$ cat config.mk
export PLATFORM = sky130hd
export DESIGN_NAME = seg7_scan_ctrl
export DESIGN_NICKNAME = d
export VERILOG_FILES = /design/src/rtl/seg7_scan_ctrl.sv
export SDC_FILE = /design/constraint.sdc
export NUM_CORES = 1
export LEC_CHECK = 0
export CAP_MARGIN = 20
export CORE_ASPECT_RATIO = 0.6
export CORE_MARGIN = 4
export CORE_UTILIZATION = 45
export CTS_BUF_LIST = sky130_fd_sc_hd__clkbuf_8
export CTS_CLUSTER_SIZE = 12
export DETAILED_ROUTE_END_ITERATION = 16
export PLACE_DENSITY = 0.72
export SLEW_MARGIN = 20
export SYNTH_ARGS = -nofsm -noshare
export SYNTH_HDL_FRONTEND = slang
export SYNTH_HIERARCHICAL = 1
export SYNTH_SLANG_ARGS = --single-unit
$ cat constraint.sdc
create_clock -name clk -period 8.6 [get_ports clk]
set_clock_uncertainty 0.15 [all_clocks]
set_input_delay 0.86 -clock clk [delete_from_list [all_inputs] [get_ports clk]]
set_output_delay 0.86 -clock clk [all_outputs]
set_load 0.01 [all_outputs]
$ cat src/rtl/seg7_scan_ctrl.sv
// Scan controller for an 8-digit common-anode 7-segment display.
// It blanks before each digit and double-buffers data so updates land on frame boundaries.
module seg7_scan_ctrl #(
  parameter int SLOT_CYC  = 100000,
  parameter int BLANK_CYC = 1000,
  parameter int CNT_W     = 17
) (
  input  logic        clk,
  input  logic        rst_n,
  input  logic [31:0] data_in,
  input  logic [7:0]  dp_in,
  input  logic [7:0]  en_in,
  input  logic        load,
  output logic        load_ack,
  output logic [7:0]  an,
  output logic [6:0]  a_to_g,
  output logic        dp,
  output logic        frame_tick
);

  typedef enum logic {BLANK, DRIVE} state_t;

  state_t           state;
  logic [CNT_W-1:0] cnt;
  logic [2:0]       idx;
  logic [31:0]      act_data, pend_data;
  logic [7:0]       act_dp, act_en, pend_dp, pend_en;
  logic             pend_valid;
  logic             slot_end, blank_end, wrap, commit;
  logic [3:0]       nibble;
  logic [6:0]       seg;

  assign slot_end  = (cnt == CNT_W'(SLOT_CYC - 1));
  assign blank_end = (cnt == CNT_W'(BLANK_CYC - 1));
  assign wrap      = slot_end && (idx == 3'd7);
  assign commit    = wrap && (pend_valid || load);
  assign nibble    = act_data[{idx, 2'b00} +: 4];

  hex7seg u_hex7seg (
    .hex (nibble),
    .seg (seg)
  );

  // Outputs are loaded with next-cycle values so they line up with the state register.
  // A load on the wrap cycle itself bypasses the pending buffer.
  always_ff @(posedge clk or negedge rst_n) begin
    if (!rst_n) begin
      state      <= BLANK;
      cnt        <= '0;
      idx        <= 3'd0;
      act_data   <= 32'd0;
      act_dp     <= 8'd0;
      act_en     <= 8'd0;
      pend_data  <= 32'd0;
      pend_dp    <= 8'd0;
      pend_en    <= 8'd0;
      pend_valid <= 1'b0;
      an         <= 8'hFF;
      a_to_g     <= 7'h7F;
      dp         <= 1'b1;
      load_ack   <= 1'b0;
      frame_tick <= 1'b0;
    end else begin
      frame_tick <= wrap;
      load_ack   <= commit;
      if (load) begin
        pend_data  <= data_in;
        pend_dp    <= dp_in;
        pend_en    <= en_in;
        pend_valid <= 1'b1;
      end
      if (commit) begin
        act_data   <= load ? data_in : pend_data;
        act_dp     <= load ? dp_in   : pend_dp;
        act_en     <= load ? en_in   : pend_en;
        pend_valid <= 1'b0;
      end
      if (slot_end) begin
        cnt    <= '0;
        idx    <= idx + 3'd1;
        state  <= BLANK;
        an     <= 8'hFF;
        a_to_g <= 7'h7F;
        dp     <= 1'b1;
      end else begin
        cnt <= cnt + CNT_W'(1);
        if (state == DRIVE || blank_end) begin
          state  <= DRIVE;
          an     <= act_en[idx] ? ~(8'd1 << idx) : 8'hFF;
          a_to_g <= seg;
          dp     <= ~act_dp[idx];
        end else begin
          state  <= BLANK;
          an     <= 8'hFF;
          a_to_g <= 7'h7F;
          dp     <= 1'b1;
        end
      end
    end
  end

endmodule

// Hex nibble to active-low segments, bit6=a .. bit0=g.
module hex7seg (
  input  logic [3:0] hex,
  output logic [6:0] seg
);

  always_comb begin
    seg = 7'h7F;
    case (hex)
      4'h0: seg = 7'b0000001;
      4'h1: seg = 7'b1001111;
      4'h2: seg = 7'b0010010;
      4'h3: seg = 7'b0000110;
      4'h4: seg = 7'b1001100;
      4'h5: seg = 7'b0100100;
      4'h6: seg = 7'b0100000;
      4'h7: seg = 7'b0001111;
      4'h8: seg = 7'b0000000;
      4'h9: seg = 7'b0000100;
      4'hA: seg = 7'b0001000;
      4'hB: seg = 7'b1100000;
      4'hC: seg = 7'b0110001;
      4'hD: seg = 7'b1000010;
      4'hE: seg = 7'b0110000;
      4'hF: seg = 7'b0111000;
      default: seg = 7'h7F;
    endcase
  end

endmodule
# Yosys cells after proc, flatten, opt, wreduce, memory -nomap -nowiden
# Memories as Yosys holds them, arrays and structs flattened.
# Cells that the tools add are included.
[totals]
mem_bits_ro = 112
in_bits = 51
output_inout_bits = 18
n_memories = 1
regBits = 136
latchBits = 0
ram_bits = 0
[classes]
mul = 0
n_mux = 19
bitwise = 2
order_cmp = 1
reduce_logical = 5
n_eq_ne = 3
shifts = 2
n_addsub = 2
div = 0
[memory_table]
columns = ["memory", "depth", "width", "rd", "rd_ports_with_merged_regs", "wr", "line_no", "text"]
rows = [
  ["(no name shown)", 16, 7, 1, 0, 0, "112", "case (hex)"],
]
[op_table]
columns = ["cell", "n"]
rows = [
  ["2-to-1 mux 8 bit", 5],
  ["2-to-1 mux 32 bit", 1],
  ["variable part select 32 x 6 -> 4 bit", 1],
  ["adder 17 x 1 -> 17 bit, second input constant", 1],
  ["== test 17 x 10 -> 1 bit, second input constant", 1],
  ["== test 17 bit, second input constant", 1],
  ["2-to-1 mux 17 bit", 1],
  ["2-to-1 mux 7 bit", 2],
  ["2-to-1 mux 1 bit", 8],
  ["NOT 8 bit", 1],
  ["<< shifter 1 x 3 -> 8 bit, first input constant", 1],
  ["binary-select mux 1 bit (select 3 bit)", 2],
  ["less-than comparator 3 x 4 -> 1 bit, second input constant", 1],
  ["adder 3 x 1 -> 3 bit, second input constant", 1],
  ["== test 3 bit, second input constant", 1],
  ["logical AND 1 bit", 2],
  ["logical OR 1 bit", 2],
  ["nonzero test 2 bit", 1],
  ["NOT 1 bit", 1],
]

# Longest topological paths before layout
[logic_depth]
depth_word = 5
ltp_mapped = 10

# Modules after synthesis
# Netlist, hierarchy kept.
[modules_own_cells]
columns = ["mod", "instances", "area_each_um2", "cells_per_inst"]
rows = [
  ["seg7_scan_ctrl", 1, 5572.8, 377],
  ["hex7seg", 1, 269.0, 33],
]

# Worst setup path after synthesis
# Ideal clock, no wire load.
[synth_path]
path_type = "reg-to-reg"
start = "reg idx[0]"
end = "reg a_to_g[3]"
setup_time_ns = 0.088
path_slack_ns = 5.766
required_ns = 8.362
period_less_slack_ns = 2.834
n_path_buf = 1
stages_incl_launch_ff = 10
arrival_ns = 2.596
cell_sequence = "dfrtp_1 -> buf_2 -> mux4_2 -> nand2_1 -> nand2_1 -> inv_1 -> ha_1 -> inv_1 -> mux4_2 -> or3_1"
[synth_via]
elab_chain_cells = 4
[synth_rtl]
columns = ["element", "line_no", "text"]
rows = [
  ["from (decl)", "25", "logic [2:0] idx;"],
  ["from (signal assigned)", "80", "idx <= idx + 3'd1;"],
  ["variable part select 32 x 6 -> 4 bit", "37", "assign nibble = act_data[{idx, 2'b00} +: 4];"],
  ["named net nibble[0]", "30", "logic [3:0] nibble;"],
  ["memory (16 x 7 bit)", "--", ""],
  ["named net seg[3]", "31", "logic [6:0] seg;"],
  ["2-to-1 mux 7 bit", "87", "if (state == DRIVE || blank_end) begin"],
  ["2-to-1 mux 7 bit", "78", "if (slot_end) begin"],
  ["to (signal assigned)", "90", "a_to_g <= seg;"],
  ["to (decl)", "16", "output logic [6:0] a_to_g,"],
]
# The timed path passes the listed nets, and every way through them passes these cells.
# A chain may end at the register's enable or synchronous reset.

# Worst setup path after layout
# Ends and elaborated chain as after synthesis.

==> impl_metrics.sql <==
INSERT INTO impl_metrics (metric_group, metric, value, unit) VALUES
('yosys', 'synth.largest_area_cell', 'sky130_fd_sc_hd__dfrtp_1', ''),
('pwr', 'power.share.sequential', '0.521', ''),
('detailed_routing', 'drtAntennaViolNets', '0', ''),
('setup_path', 'reg2reg_setup_slack', '5.34', 'ns'),
('floorplan', 'io-pin-count', '69', ''),
('setup_path', 'critical-path-slowest-cell', 'sky130_fd_sc_hd__dfrtp_1', ''),
('clock_tree', 'number_of_clock_buffers_inserted_by_tritoncts', '17', ''),
('pwr', 'clkPwrFrac', '0.405', ''),
('clock_tree', 'clkSinkCount', '136', ''),
('layout', 'antenna_cells', '0', ''),
('detailed_routing', 'routed_wl', '11.5', 'mm'),
('global_routing', 'antenna_found_initial', '0', ''),
('clock_tree', 'max-clock-path-buffers', '2', ''),
('setup_path', 'cp_launch_point', 'idx[0]', ''),
('status', 'run_status', 'finished, final reports clean', ''),
('global_routing', 'grt.overflow.total', '0', ''),
('detailed_routing', 'drc', '0', ''),
('layout', 'layout.core_utilization', '0.572', ''),
('global_routing', 'grt_max_degree', '75', ''),
('pwr', 'comb_power_share', '0.074', ''),
('setup_path', 'critical_path_required', '8.81', 'ns'),
('setup_path', 'crit-reg2reg-capture', 'a_to_g[3]', ''),
('yosys', 'synthDistinctLibCells', '38', ''),
('detailed_routing', 'vias_per_cell', '5.14', ''),
('setup_path', 'largest_fanout_on_the_critical_path', '15', ''),
('sta', 'achievable_frequency', '307', 'MHz'),
('detailed_routing', 'routed_length_per_placed_instance', '17.4', 'um'),
('yosys', 'synth-seq-cells', '136', ''),
('placement', 'io_buffer_count', '68', ''),
('sta', 'worst_slew_margin_rel', '0.398', ''),
('setup_path', 'crit_path_start_kind', 'flip-flop', ''),
('sta', 'timing.setup.tns', '0', 'ns'),
('sta', 'drv_slew', '0', ''),
('global_routing', 'globalRouteTotalUtil', '0.169', ''),
('clock_tree', 'cts-resized-gates', '0', ''),
('pwr', 'power', '1.31', 'mW'),
('floorplan', 'initial_core_util', '0.472', ''),
('global_routing', 'grt_pass1_vias', '3603', ''),
('yosys', 'mappedNetlistArea', '5840', 'um2'),
('setup_path', 'arrival', '3.46', 'ns'),
('floorplan', 'chipWidth', '155', 'um'),
('detailed_routing', 'drtPass1Iterations', '4', ''),
('clock_tree', 'cts_tree', 'built', ''),
('setup_path', 'timing.critical_path.to_type', 'flip-flop', ''),
('yosys', 'syn_warnings', '6', ''),
('sta', 'report.final.hold_viol_count', '0', ''),
('floorplan', 'chipHeight', '96.3', 'um'),
('setup_path', 'worst_r2r_startpoint', 'idx[0]', ''),
('setup_path', 'critPathKind', 'flip-flop to flip-flop', ''),
('pwr', 'leakage_power', '3.06', 'nW'),
('detailed_routing', 'dr.first_iter.drc_count', '141', ''),
('setup_path', 'reg2reg_depth', '8', ''),
('pwr', 'internal_power_summed_over_all_cells', '1000', 'uW'),
('pwr', 'ir_drop', '0.0000862', 'V'),
('clock_tree', 'clkLatencyLatePin', '0.44', 'ns'),
('yosys', 'mappedNetlistNets', '475', ''),
('floorplan', 'coreArea', '12400', 'um2'),
('yosys', 'syn-mean-instance-area', '14.2', 'um2'),
('placement', 'placed_area', '6650', 'um2'),
('setup_path', 'sequence_of_cells_on_the_critical_path', 'mux4_2, nand2_1, nand2_1, inv_1, ha_1, inv_1, mux4_2, or3_1', ''),
('sta', 'grt_setup_unrepaired', 'no', ''),
('pwr', 'power_switching', '307', 'uW'),
('floorplan', 'rows', '31', ''),
('floorplan', 'floorplan.die_area', '14900', 'um2'),
('pwr', 'power.density_cell_area', '185', 'nW/um2'),
('sta', 'slew_of_the_pin_with_the_lowest_slew_margin', '0.904', 'ns'),
('yosys', 'netlist.area_leader.share', '0.514', ''),
('layout', 'drive_gt1_frac', '0.313', ''),
('detailed_routing', 'vias', '3390', ''),
('layout', 'final_cell_area', '7080', 'um2'),
('layout', 'nets', '547', '');
==> power groups by stage <==
| stage | clock network, mW | logic [mW] | registers, mW |
|---|---|---|---|
| 3_5_place_dp | 0 | 0.0969 | 0.693 |
| 5_1_grt | 0.571 | 0.108 | 0.683 |
| 3_3_place_gp | 0 | 0.0947 | 0.691 |
| 6_report | 0.529 | 0.0966 | 0.681 |
| 2_1_floorplan | 0 | 0.0490 | 0.689 |
| 4_1_cts | 0.541 | 0.0977 | 0.681 |
==> synthesized netlist by cell type (all sizes together) <==
cell type	count
xnor2	12
and2	1
nor4bb	1
nand4	5
dfrtp	120
nand2	24
mux4	13
nor3	3
o21ai	4
inv	10
and3	1
nor2	23
and4	3
dfstp	16
ha	14
a32o	1
nor4	5
o211ai	1
nor4b	1
nand3	14
clkbuf	4
a21oi	2
xor2	4
and4bb	1
and4b	1
mux2	96
or3	7
mux2i	6
buf	14
a41oi	1
nand2b	2
==> registers in the layout, summed over array words and instances, names as in the netlist <==
register,flops
dp,1
frame_tick,1
idx,3
act_dp,8
pend_valid,1
cnt,17
load_ack,1
act_data,32
act_en,8
pend_dp,8
state,1
an,8
a_to_g,7
pend_en,8
pend_data,32
==> cells by family after synthesis <==
family | count (synthesis) | share of synthesized area
mux | 115 | 0.245
fa+ha+maj | 14 | 0.0300
buf+inv | 28 | 0.0227
flops | 136 | 0.586
simple gates | 92 | 0.0822
xor+xnor | 16 | 0.0240
compound gates | 9 | 0.00964
==> layout by cell type, fill, tap and decap left out, types with 2 or more instances in the layout <==
master and n:
sky130_fd_sc_hd__inv_1 11, sky130_fd_sc_hd__nor3_1 2, sky130_fd_sc_hd__mux4_2 13, sky130_fd_sc_hd__dfstp_2 16, sky130_fd_sc_hd__clkinv_4 3, sky130_fd_sc_hd__ha_1 14
sky130_fd_sc_hd__mux2_1 9, sky130_fd_sc_hd__clkdlybuf4s50_1 66, sky130_fd_sc_hd__xnor2_1 12, sky130_fd_sc_hd__nand3_1 14, sky130_fd_sc_hd__clkbuf_8 19, sky130_fd_sc_hd__buf_4 3
sky130_fd_sc_hd__clkinvlp_4 4, sky130_fd_sc_hd__nand2b_1 2, sky130_fd_sc_hd__xor2_1 4, sky130_fd_sc_hd__mux2_2 87, sky130_fd_sc_hd__a21oi_1 2, sky130_fd_sc_hd__o21ai_1 2
sky130_fd_sc_hd__dfrtp_1 120, sky130_fd_sc_hd__nor4_1 4, sky130_fd_sc_hd__and4_1 3, sky130_fd_sc_hd__nand4_1 5, sky130_fd_sc_hd__inv_6 3, sky130_fd_sc_hd__nand2_1 24
sky130_fd_sc_hd__o21ai_0 2, sky130_fd_sc_hd__nor2_1 23, sky130_fd_sc_hd__bufinv_16 2, sky130_fd_sc_hd__mux2i_1 6, sky130_fd_sc_hd__or3_1 7
==> critical path, delay by kind of cell (launching register included) <==
| family | cells | cell delay [ns] |
|---|---|---|
| fa+ha+maj | 1 | 0.14 |
| simple gates | 3 | 0.68 |
| flops | 1 | 0.93 |
| buf+inv | 2 | 0.23 |
| mux | 2 | 1.05 |
==> worst min-delay path by stage <==
stage | start | end | slack, ns | cells past startpoint
detailed placement | act_data[26] | act_data[26] | 0.32 | 1
global route | cnt[0] | cnt[0] | 0.36 | 1
CTS | rst_n | pend_data[12] | 0.34 | 1
finish | rst_n | pend_data[12] | 0.34 | 1
floorplan | act_data[24] | act_data[24] | 0.30 | 1
global placement | act_data[30] | act_data[30] | 0.32 | 1
==> final cells by class <==
type                            count  area (um2)
Fill cell                         974        5300
Sequential cell                   136        3420
Multi-Input combinational cell    246        2290
Timing Repair Buffer               71         708
Clock buffer                       19         262
Tap cell                          165         206
Clock inverter                     13         146
Inverter                           10        37.5
==> layer usage <==
| layer | GRT usage | up-vias | wire length [um] |
|---|---|---|---|
| met1 | 0.253 | 1698 | 5920 |
| met3 | 0.0629 | 12 | 765 |
| met2 | 0.224 | 78 | 4650 |
| met5 | 0 | - | 0 |
| li1 | - | 1602 | - |
| met4 | 0.0588 | 0 | 149 |
==> stage by stage <==
stage | hold slack (ns) | setup WS, ns | cells
finish | 0.340 | 5.34 | 660
global route | 0.362 | 5.10 | 660
CTS | 0.342 | 5.30 | 659
detailed placement | 0.324 | 5.25 | 627
global placement | 0.317 | 5.35 | 627
floorplan | 0.302 | 5.77 | 410
Note: power is estimated with default switching activity, not from simulation.
